==> src/rtl/alu_exec_unit.sv <==
`default_nettype none
// ============================================================================
//  Module      : alu_exec_unit
//  Description : Multi-cycle integer execute unit. Logic, arithmetic and
//                compare ops finish in one cycle. Shifts run one bit per
//                cycle. The unit holds one operation at a time behind a
//                valid/ready handshake.
//  Ports       : clk, rst                  - clock, sync active-high reset
//                in_valid / in_ready       - operation handshake from decode
//                alu_ctrl, operand_a/b     - 4-bit op code and operands
//                out_valid / out_ready     - result handshake to writeback
//                result, zero              - registered result, result==0
//  Revision    : 1.0 - initial release
// ============================================================================
module alu_exec_unit #(
    parameter int DATA_WIDTH = 32,
    parameter int SHAMT_BITS = 5
) (
    input  logic                  clk,
    input  logic                  rst,
    input  logic                  in_valid,
    output logic                  in_ready,
    input  logic [3:0]            alu_ctrl,
    input  logic [DATA_WIDTH-1:0] operand_a,
    input  logic [DATA_WIDTH-1:0] operand_b,
    output logic                  out_valid,
    input  logic                  out_ready,
    output logic [DATA_WIDTH-1:0] result,
    output logic                  zero
);

    // Operation codes
    localparam logic [3:0] c_OP_AND  = 4'b0000;
    localparam logic [3:0] c_OP_XOR  = 4'b0001;
    localparam logic [3:0] c_OP_ADD  = 4'b0010;
    localparam logic [3:0] c_OP_OR   = 4'b0011;
    localparam logic [3:0] c_OP_SGE  = 4'b0101;
    localparam logic [3:0] c_OP_SUB  = 4'b0110;
    localparam logic [3:0] c_OP_SLT  = 4'b0111;
    localparam logic [3:0] c_OP_SLTU = 4'b1111;
    localparam logic [3:0] c_OP_NOR  = 4'b1100;
    localparam logic [3:0] c_OP_SLL  = 4'b1000;
    localparam logic [3:0] c_OP_SRL  = 4'b1001;
    localparam logic [3:0] c_OP_SRA  = 4'b1010;

    // FSM encoding
    localparam logic [1:0] c_IDLE  = 2'd0;
    localparam logic [1:0] c_SHIFT = 2'd1;
    localparam logic [1:0] c_DONE  = 2'd2;

    localparam logic [SHAMT_BITS-1:0] c_CNT_ONE  = {{(SHAMT_BITS-1){1'b0}}, 1'b1};
    localparam logic [DATA_WIDTH-2:0] c_PAD_ZERO = '0;

    logic [1:0]            r_state;
    logic [DATA_WIDTH-1:0] r_result;
    logic [SHAMT_BITS-1:0] r_count;
    // Low two bits of the shift code: 00 SLL, 01 SRL, 10 SRA
    logic [1:0]            r_shift_kind;

    logic [SHAMT_BITS-1:0] w_shamt;
    logic                  w_is_shift;
    logic                  w_slt;
    logic                  w_sltu;
    logic [DATA_WIDTH-1:0] w_alu_result;
    logic [DATA_WIDTH-1:0] w_shift_step;

    assign w_shamt    = operand_b[SHAMT_BITS-1:0];
    assign w_is_shift = (alu_ctrl == c_OP_SLL) || (alu_ctrl == c_OP_SRL) ||
                        (alu_ctrl == c_OP_SRA);
    assign w_slt      = $signed(operand_a) < $signed(operand_b);
    assign w_sltu     = operand_a < operand_b;

    // Single-cycle result. Shift codes return operand_a here so that a
    // zero-amount shift completes through the same path as other ops.
    always_comb begin
        w_alu_result = '0;
        case (alu_ctrl)
            c_OP_AND:  w_alu_result = operand_a & operand_b;
            c_OP_XOR:  w_alu_result = operand_a ^ operand_b;
            c_OP_ADD:  w_alu_result = operand_a + operand_b;
            c_OP_OR:   w_alu_result = operand_a | operand_b;
            c_OP_SGE:  w_alu_result = {c_PAD_ZERO, ~w_slt};
            c_OP_SUB:  w_alu_result = operand_a - operand_b;
            c_OP_SLT:  w_alu_result = {c_PAD_ZERO, w_slt};
            c_OP_SLTU: w_alu_result = {c_PAD_ZERO, w_sltu};
            c_OP_NOR:  w_alu_result = ~(operand_a | operand_b);
            c_OP_SLL,
            c_OP_SRL,
            c_OP_SRA:  w_alu_result = operand_a;
            default:   w_alu_result = '0;
        endcase
    end

    // One-bit step of the shift in progress
    always_comb begin
        w_shift_step = r_result;
        case (r_shift_kind)
            2'b00:   w_shift_step = {r_result[DATA_WIDTH-2:0], 1'b0};
            2'b01:   w_shift_step = {1'b0, r_result[DATA_WIDTH-1:1]};
            default: w_shift_step = {r_result[DATA_WIDTH-1], r_result[DATA_WIDTH-1:1]};
        endcase
    end

    always_ff @(posedge clk) begin
        if (rst) begin
            r_state      <= c_IDLE;
            r_result     <= '0;
            r_count      <= '0;
            r_shift_kind <= 2'b00;
        end else begin
            case (r_state)
                c_IDLE: begin
                    if (in_valid) begin
                        if (w_is_shift && (w_shamt != '0)) begin
                            r_result     <= operand_a;
                            r_count      <= w_shamt;
                            r_shift_kind <= alu_ctrl[1:0];
                            r_state      <= c_SHIFT;
                        end else begin
                            r_result <= w_alu_result;
                            r_state  <= c_DONE;
                        end
                    end
                end
                c_SHIFT: begin
                    r_result <= w_shift_step;
                    r_count  <= r_count - c_CNT_ONE;
                    if (r_count == c_CNT_ONE) begin
                        r_state <= c_DONE;
                    end
                end
                c_DONE: begin
                    if (out_ready) begin
                        r_state <= c_IDLE;
                    end
                end
                default: r_state <= c_IDLE;
            endcase
        end
    end

    // Gated by rst so decode is held off during the reset cycle itself
    assign in_ready  = (r_state == c_IDLE) && !rst;
    assign out_valid = (r_state == c_DONE);
    assign result    = r_result;
    assign zero      = (r_result == '0);

endmodule
`default_nettype wire

==> config.mk <==
export PLATFORM = sky130hd
export DESIGN_NAME = alu_exec_unit
export DESIGN_NICKNAME = d
export VERILOG_FILES = /design/src/rtl/alu_exec_unit.sv
export SDC_FILE = /design/constraint.sdc
export NUM_CORES = 1
export LEC_CHECK = 0
export CORE_AREA = 3 3 167 169
export CTS_CLUSTER_SIZE = 8
export DETAILED_ROUTE_END_ITERATION = 10
export DIE_AREA = 0 0 170 172
export HOLD_SLACK_MARGIN = 0.03
export PLACE_DENSITY = 0.57
export REMOVE_ABC_BUFFERS = 1
export SETUP_SLACK_MARGIN = 0.15
export SKIP_CTS_REPAIR_TIMING = 1
export SLEW_MARGIN = 10
export SYNTH_ARGS = -nofsm -noshare
export SYNTH_HDL_FRONTEND = slang
export SYNTH_SLANG_ARGS = --single-unit
==> constraint.sdc <==
create_clock -name clk -period 2.84 [get_ports clk]
set_input_delay 0.568 -clock clk [delete_from_list [all_inputs] [get_ports clk]]
set_output_delay 0.568 -clock clk [all_outputs]
set_load 0.01 [all_outputs]
==> results of run 1 <==
flip-flops by register name, indices dropped and copies added (netlist names):
name and flops:
r_shift_kind 2, result 32, r_count 5, r_state 2
worst paths after layout:
| check | startpoint | to | cells past startpoint | slack [ns] |
|---|---|---|---|---|
| min | r_count[1] | r_count[1] | 2 | 0.48 |
| min reg2reg | r_count[1] | r_count[1] | 2 | 0.48 |
| max | operand_a[1] | result[27] | 13 | -0.09 |
| max reg2reg | r_state[0] | result[31] | 8 | 0.55 |
power breakdown:
| group | total [mW] | internal (mW) | switching (mW) |
|---|---|---|---|
| clock network | 0.645 | 0.374 | 0.272 |
| registers | 0.737 | 0.631 | 0.106 |
| logic | 2.50 | 1.23 | 1.27 |
| total | 3.88 | 2.24 | 1.64 |
cell usage after synthesis, types with 5 or more instances:
master,number,area share
nand2_1,147,0.070
inv_1,105,0.050
ha_1,101,0.16
a21oi_1,97,0.061
nor2_1,92,0.044
o21ai_0,64,0.041
clkbuf_1,51,0.024
nand3_1,42,0.027
dfxtp_1,41,0.10
a221oi_1,31,0.034
nor3_1,25,0.016
o211ai_1,24,0.023
a211oi_1,21,0.020
nor4_1,21,0.017
buf_2,18,0.011
nand4_1,18,0.014
nor2b_1,18,0.014
a31oi_1,16,0.013
o31ai_1,13,0.012
o21bai_1,12,0.011
a221o_1,11,0.014
nand2b_1,11,0.0087
o22ai_1,11,0.0087
a21o_1,10,0.0095
mux2i_1,9,0.011
buf_4,7,0.0067
o311ai_0,7,0.0078
a2111oi_0,6,0.0067
o21ai_1,6,0.0038
a211o_1,5,0.0055
a32oi_1,5,0.0055
and3_1,5,0.0040
o2111ai_1,5,0.0055
o21a_1,5,0.0048
or3_1,5,0.0040
xnor2_1,5,0.0055
kinds of logic after synthesis:
| group | Yosys count |
|---|---|
| compound gates | 410 |
| flops | 41 |
| buf+inv | 188 |
| xor+xnor | 6 |
| fa+ha+maj | 103 |
| mux | 13 |
| simple gates | 413 |
through the flow:
| stage | std cells | instance area [um^2] | TNS (ns) | setup WS [ns] | power, mW |
|---|---|---|---|---|---|
| 2_1_floorplan | 1092 | 7530 | -27.95 | -1.31 | 1.65 |
| 6_report | 1924 | 13400 | -0.368 | -0.0923 | 3.88 |
| 3_5_place_dp | 1884 | 11700 | -25.42 | -1.23 | 2.82 |
| 4_1_cts | 1892 | 11900 | -16.71 | -0.923 | 3.47 |
| 5_1_grt | 1924 | 13400 | -1.47 | -0.182 | 4.10 |
| 3_3_place_gp | 1884 | 11700 | -24.33 | -1.14 | 2.81 |
per-layer routing:
layer	wire length, um	up-vias
met5	0	-
met4	1370	0
met3	2530	78
met2	18100	454
met1	16500	5208
li1	-	5143
worst max-delay path, stage by stage:
cell and delay [ns]:
buf_8 0.10, inv_4 0.06, ha_4 0.20, o21ba_4 0.19, or4_4 0.56, a311oi_4 0.31, o2bb2ai_4 0.13, o21ai_4 0.23
a41o_4 0.27, buf_6 0.10, o2111ai_2 0.10, nor3_2 0.21, nor4_2 0.07
area by class of cell:
class / count / area [um^2] / share of cell area
well taps: 341 / 427 / 0.0319
flip-flops and latches: 41 / 821 / 0.0615
clock buffers: 7 / 153 / 0.0114
repair buffers: 483 / 4090 / 0.307
clock inverters: 1 / 5.00 / 0.000375
multi-input cells: 945 / 7450 / 0.558
inverters: 106 / 408 / 0.0305
==> results_dict.tcl, run 1 <==
set metrics [dict create \
    status "finished with violations" \
    violations "setup timing" \
    critPathKind "in2reg" \
    synth-compound-area-share 0.363 \
    hold-worst-slack_ns 0.480 \
    finClkSkew_ns 0.00910 \
    crit_path_start_kind "input port" \
    clk_latency_ns 0.30 \
    clk_path_buf_depth 2 \
    met2_usage 0.421 \
    htree_levels 2 \
    layout_common_cells "buf_4 (347), nand2_1 (143), nor2_1 (88)" \
    tritoncts "done" \
    setup_viol 8 \
    final_util 0.500 \
    max_cap_viol_count 0 \
    grt_pass1_vias 10237 \
    synth_top_family_by_area "compound AO/OA/AOI/OAI gates" \
    arrival_ns 3.11 \
    routabilityCongestion 0.973 \
    antenna_left 0 \
    synth_edf_count 0 \
    use_met1 0.325 \
    synth-seq-area-share 0.104 \
    relSlewSlack 0.461 \
    drcViolationCount 0 \
    diodes 0 \
    fmaxAchievable_mhz 341 \
    power.density_mw_per_mm2 291 \
    cts_buffers 5 \
    setup_ws_ns -0.0923 \
    dr.pass1.iters 6 \
    via_per_inst 5.66 \
    dp_hpwl_um 29300 \
    synthCells 1174 \
    nNetsFinal 1757 \
    avgSynthCellArea_um2 6.73 \
    slew_viol_final 0 \
    die_w_um 170 \
    use_met3 0.0267 \
    place.port_buffers 106 \
    ioPinCount 107 \
    grt_usage 0.245 \
    cts-root-buf "clkbuf_16" \
    clk_pin_slew_worst_paths_ns 0.07 \
    dieArea_mm2 0.0292 \
    cp.required_ns 3.02 \
    routed_wl_um 38500 \
    vias 10883 \
    synthAdderAreaFrac 0.165 \
    synthSimpleGateAreaFrac 0.247 \
    grt_start_max_net_pins 30 \
    grt_pass1_wl_um 56900 \
    muxShareOfSynthArea 0.0176 \
    ys_ff_latch 41 \
    synth-xor-area-share 0.00665 \
    yosysUniqueCellTypes 93 \
    synth_warnings 0 \
    min_path_type "reg2reg" \
    core-area_mm2 0.0267 \
    yosys_most_used_dff "dfxtp_1" \
    n_fill_cell 2637 \
    grt_overflow 0 \
    rsz0062_at_grt "yes" \
    die_y_um 172 \
    final_common_cell "buf_4" \
    post-route-period-util 1.03 \
    cts_sinks 41 \
    syn-cell-area_mm2 0.00790 \
    async_flop_share 0 \
    critPathMaxFanout 4 \
    wl_per_cell_um 20.0 \
    first_iter_violations 976 \
    rows 60 \
    antenna_found_initial 0 \
    grt_busiest_layer "met2" \
    final_hold_viol_count 0 \
    initial_core_util 0.296 \
    syn_to_final_growth_pct 69.1 \
    cp-end-kind "flop" \
    worst_pin_slew_ns 0.805 \
    period_needed_ns 2.93 \
    final_layout_size_suffix_gt1_frac 0.392 \
    power.leakage_nw 5.85 \
    irDropWorstVdd_v 0.000211 \
]
Power figures use the tool's default switching activity.
==> run 2, diff against run 1 <==
- SLEW_MARGIN: 10 -> not set
==> results of run 2 <==
Same layout as run 1: the final DEF is identical, and so are final timing and power.
==> run 3, diff against run 2 <==
- CORE_AREA: 3 3 167 169 -> 3 3 164 166
- DIE_AREA: 0 0 170 172 -> 0 0 167 169
- PLACE_DENSITY: 0.57 -> 0.58
==> run 3 against run 2 <==
The flow still finishes with violations (setup timing); first-iteration DRC count increased by 2.6%; register-to-register slack got worse by 0.06 ns; fmax about the same; cell area decreased by 0.85%; critical path depth increased by 2; global-route usage increased by 0.39 points; final cell count decreased by 1.2%; clock skew decreased by 0.0023 ns; critical endpoint is now result[30].
==> results_dict.tcl, run 3 (synthesis results as in run 1) <==
set metrics [dict create \
    min_path_type "reg2reg" \
    clk_latency_ns 0.30 \
    first_iter_violations 1001 \
    via_per_inst 5.74 \
    dr.pass1.iters 7 \
    dp_slack_ns -1.21 \
    setup_tns_ns -0.434 \
    antenna_left 0 \
    relSlewSlack 0.516 \
    slew_viol_final 0 \
    fmaxAchievable_mhz 341 \
    clk_path_buf_depth 2 \
    nNetsFinal 1740 \
    post-route-period-util 1.03 \
    critPathMaxFanout 5 \
    period_needed_ns 2.93 \
    dieArea_mm2 0.0282 \
    die_w_um 167 \
    max_cap_viol_count 0 \
    violations "setup timing" \
    arrival_ns 3.17 \
    worst_pin_slew_ns 0.723 \
    layout_common_cells "buf_4 (335), nand2_1 (143), nor2_1 (91)" \
    initial_core_util 0.307 \
    largest_reg_flops 32 \
    irDropWorstVdd_v 0.000222 \
    diodes 0 \
    tritoncts "done" \
    final_hold_viol_count 0 \
    final_util 0.514 \
    setup_ws_ns -0.0946 \
    routed_wl_um 37900 \
    clk_pin_slew_worst_paths_ns 0.06 \
    grt_pass1_vias 10388 \
    wl_per_cell_um 19.9 \
    vias 10914 \
    total_power_mw 3.79 \
    grt_start_max_net_pins 30 \
    topRoutingLayerUsed "met5" \
    cts_buffers 5 \
    ioPinCount 107 \
    met2_length_um 17200 \
    setup_viol 9 \
    dp_hpwl_um 29200 \
    htree_levels 2 \
    grt_overflow 0 \
    drcViolationCount 0 \
    rows 59 \
    slowest_stage "or4_1" \
    power.density_mw_per_mm2 286 \
    status "finished with violations" \
    die_y_um 169 \
    path_cells "buf_8 > inv_4 > ha_4 > inv_2 > fa_2 > nand2b_4 > a2111oi_4 > buf_4 > o31ai_4 > nand2_2 > a31oi_4 > o22a_4 > a21oi_2 > or4_1 > o21ai_1" \
    grt_pass1_wl_um 57000 \
    crit_buf_inv 4 \
    cp.required_ns 3.07 \
    cts_sinks 41 \
    routabilityCongestion 0.954 \
    hold-worst-slack_ns 0.507 \
    core-area_mm2 0.0258 \
    wl_met1_um 16400 \
    met3_length_um 2960 \
    crit_path_start_kind "input port" \
    finClkSkew_ns 0.00678 \
    final_common_cell "buf_4" \
    power.leakage_nw 5.87 \
    cp_slowest_stage_delay_ns 0.52 \
    antenna_found_initial 1 \
    final_layout_size_suffix_gt1_frac 0.375 \
    cp-end-kind "flop" \
    critPathKind "in2reg" \
    grt_usage 0.248 \
    cts-root-buf "clkbuf_16" \
    syn_to_final_growth_pct 67.7 \
    rsz0062_at_grt "yes" \
    place.port_buffers 106 \
    path_delay_family "compound AO/OA/AOI/OAI gates" \
]
run 3: final cells by class:
type                    instances  area (um^2)
inverters                     106          408
well taps                     335          419
fillers                      2459        12500
multi-input cells             945         7450
repair buffers                466         4010
flip-flops and latches         41          821
clock buffers                   8          136
run 3: stage by stage:
stage	instance area, um^2	cells
3_5_place_dp	11700	1874
3_3_place_gp	11700	1874
2_1_floorplan	7530	1092
6_report	13200	1901
5_1_grt	13200	1901
4_1_cts	11900	1882
run 3: final timing paths:
kind                      from         end  slack (ns)  cells after the start
hold reg to reg     r_count[1]  r_count[1]        0.51                      2
hold / removal      r_count[1]  r_count[1]        0.51                      2
setup / recovery  operand_a[0]  result[30]       -0.09                     15
setup reg to reg    r_state[0]  result[21]        0.49                      8
run 3: where the power goes:
part	leakage [nW]	internal [mW]	switching (mW)
Clock	0.0652	0.329	0.270
Sequential	0.337	0.631	0.108
Combinational	5.47	1.20	1.25
Total	5.87	2.16	1.63
run 3: layer usage:
| layer | vias to the layer above | GRT usage |
|---|---|---|
| met5 | - | 0 |
| met4 | 2 | 0.0843 |
| met3 | 102 | 0.0278 |
| met2 | 516 | 0.404 |
| met1 | 5190 | 0.343 |
| li1 | 5104 | - |
run 3: tightest hold or removal path: stages (launching register included):
cell,delay [ns]
dfxtp_1,0.33
nand2_1,0.06
a21oi_1,0.06
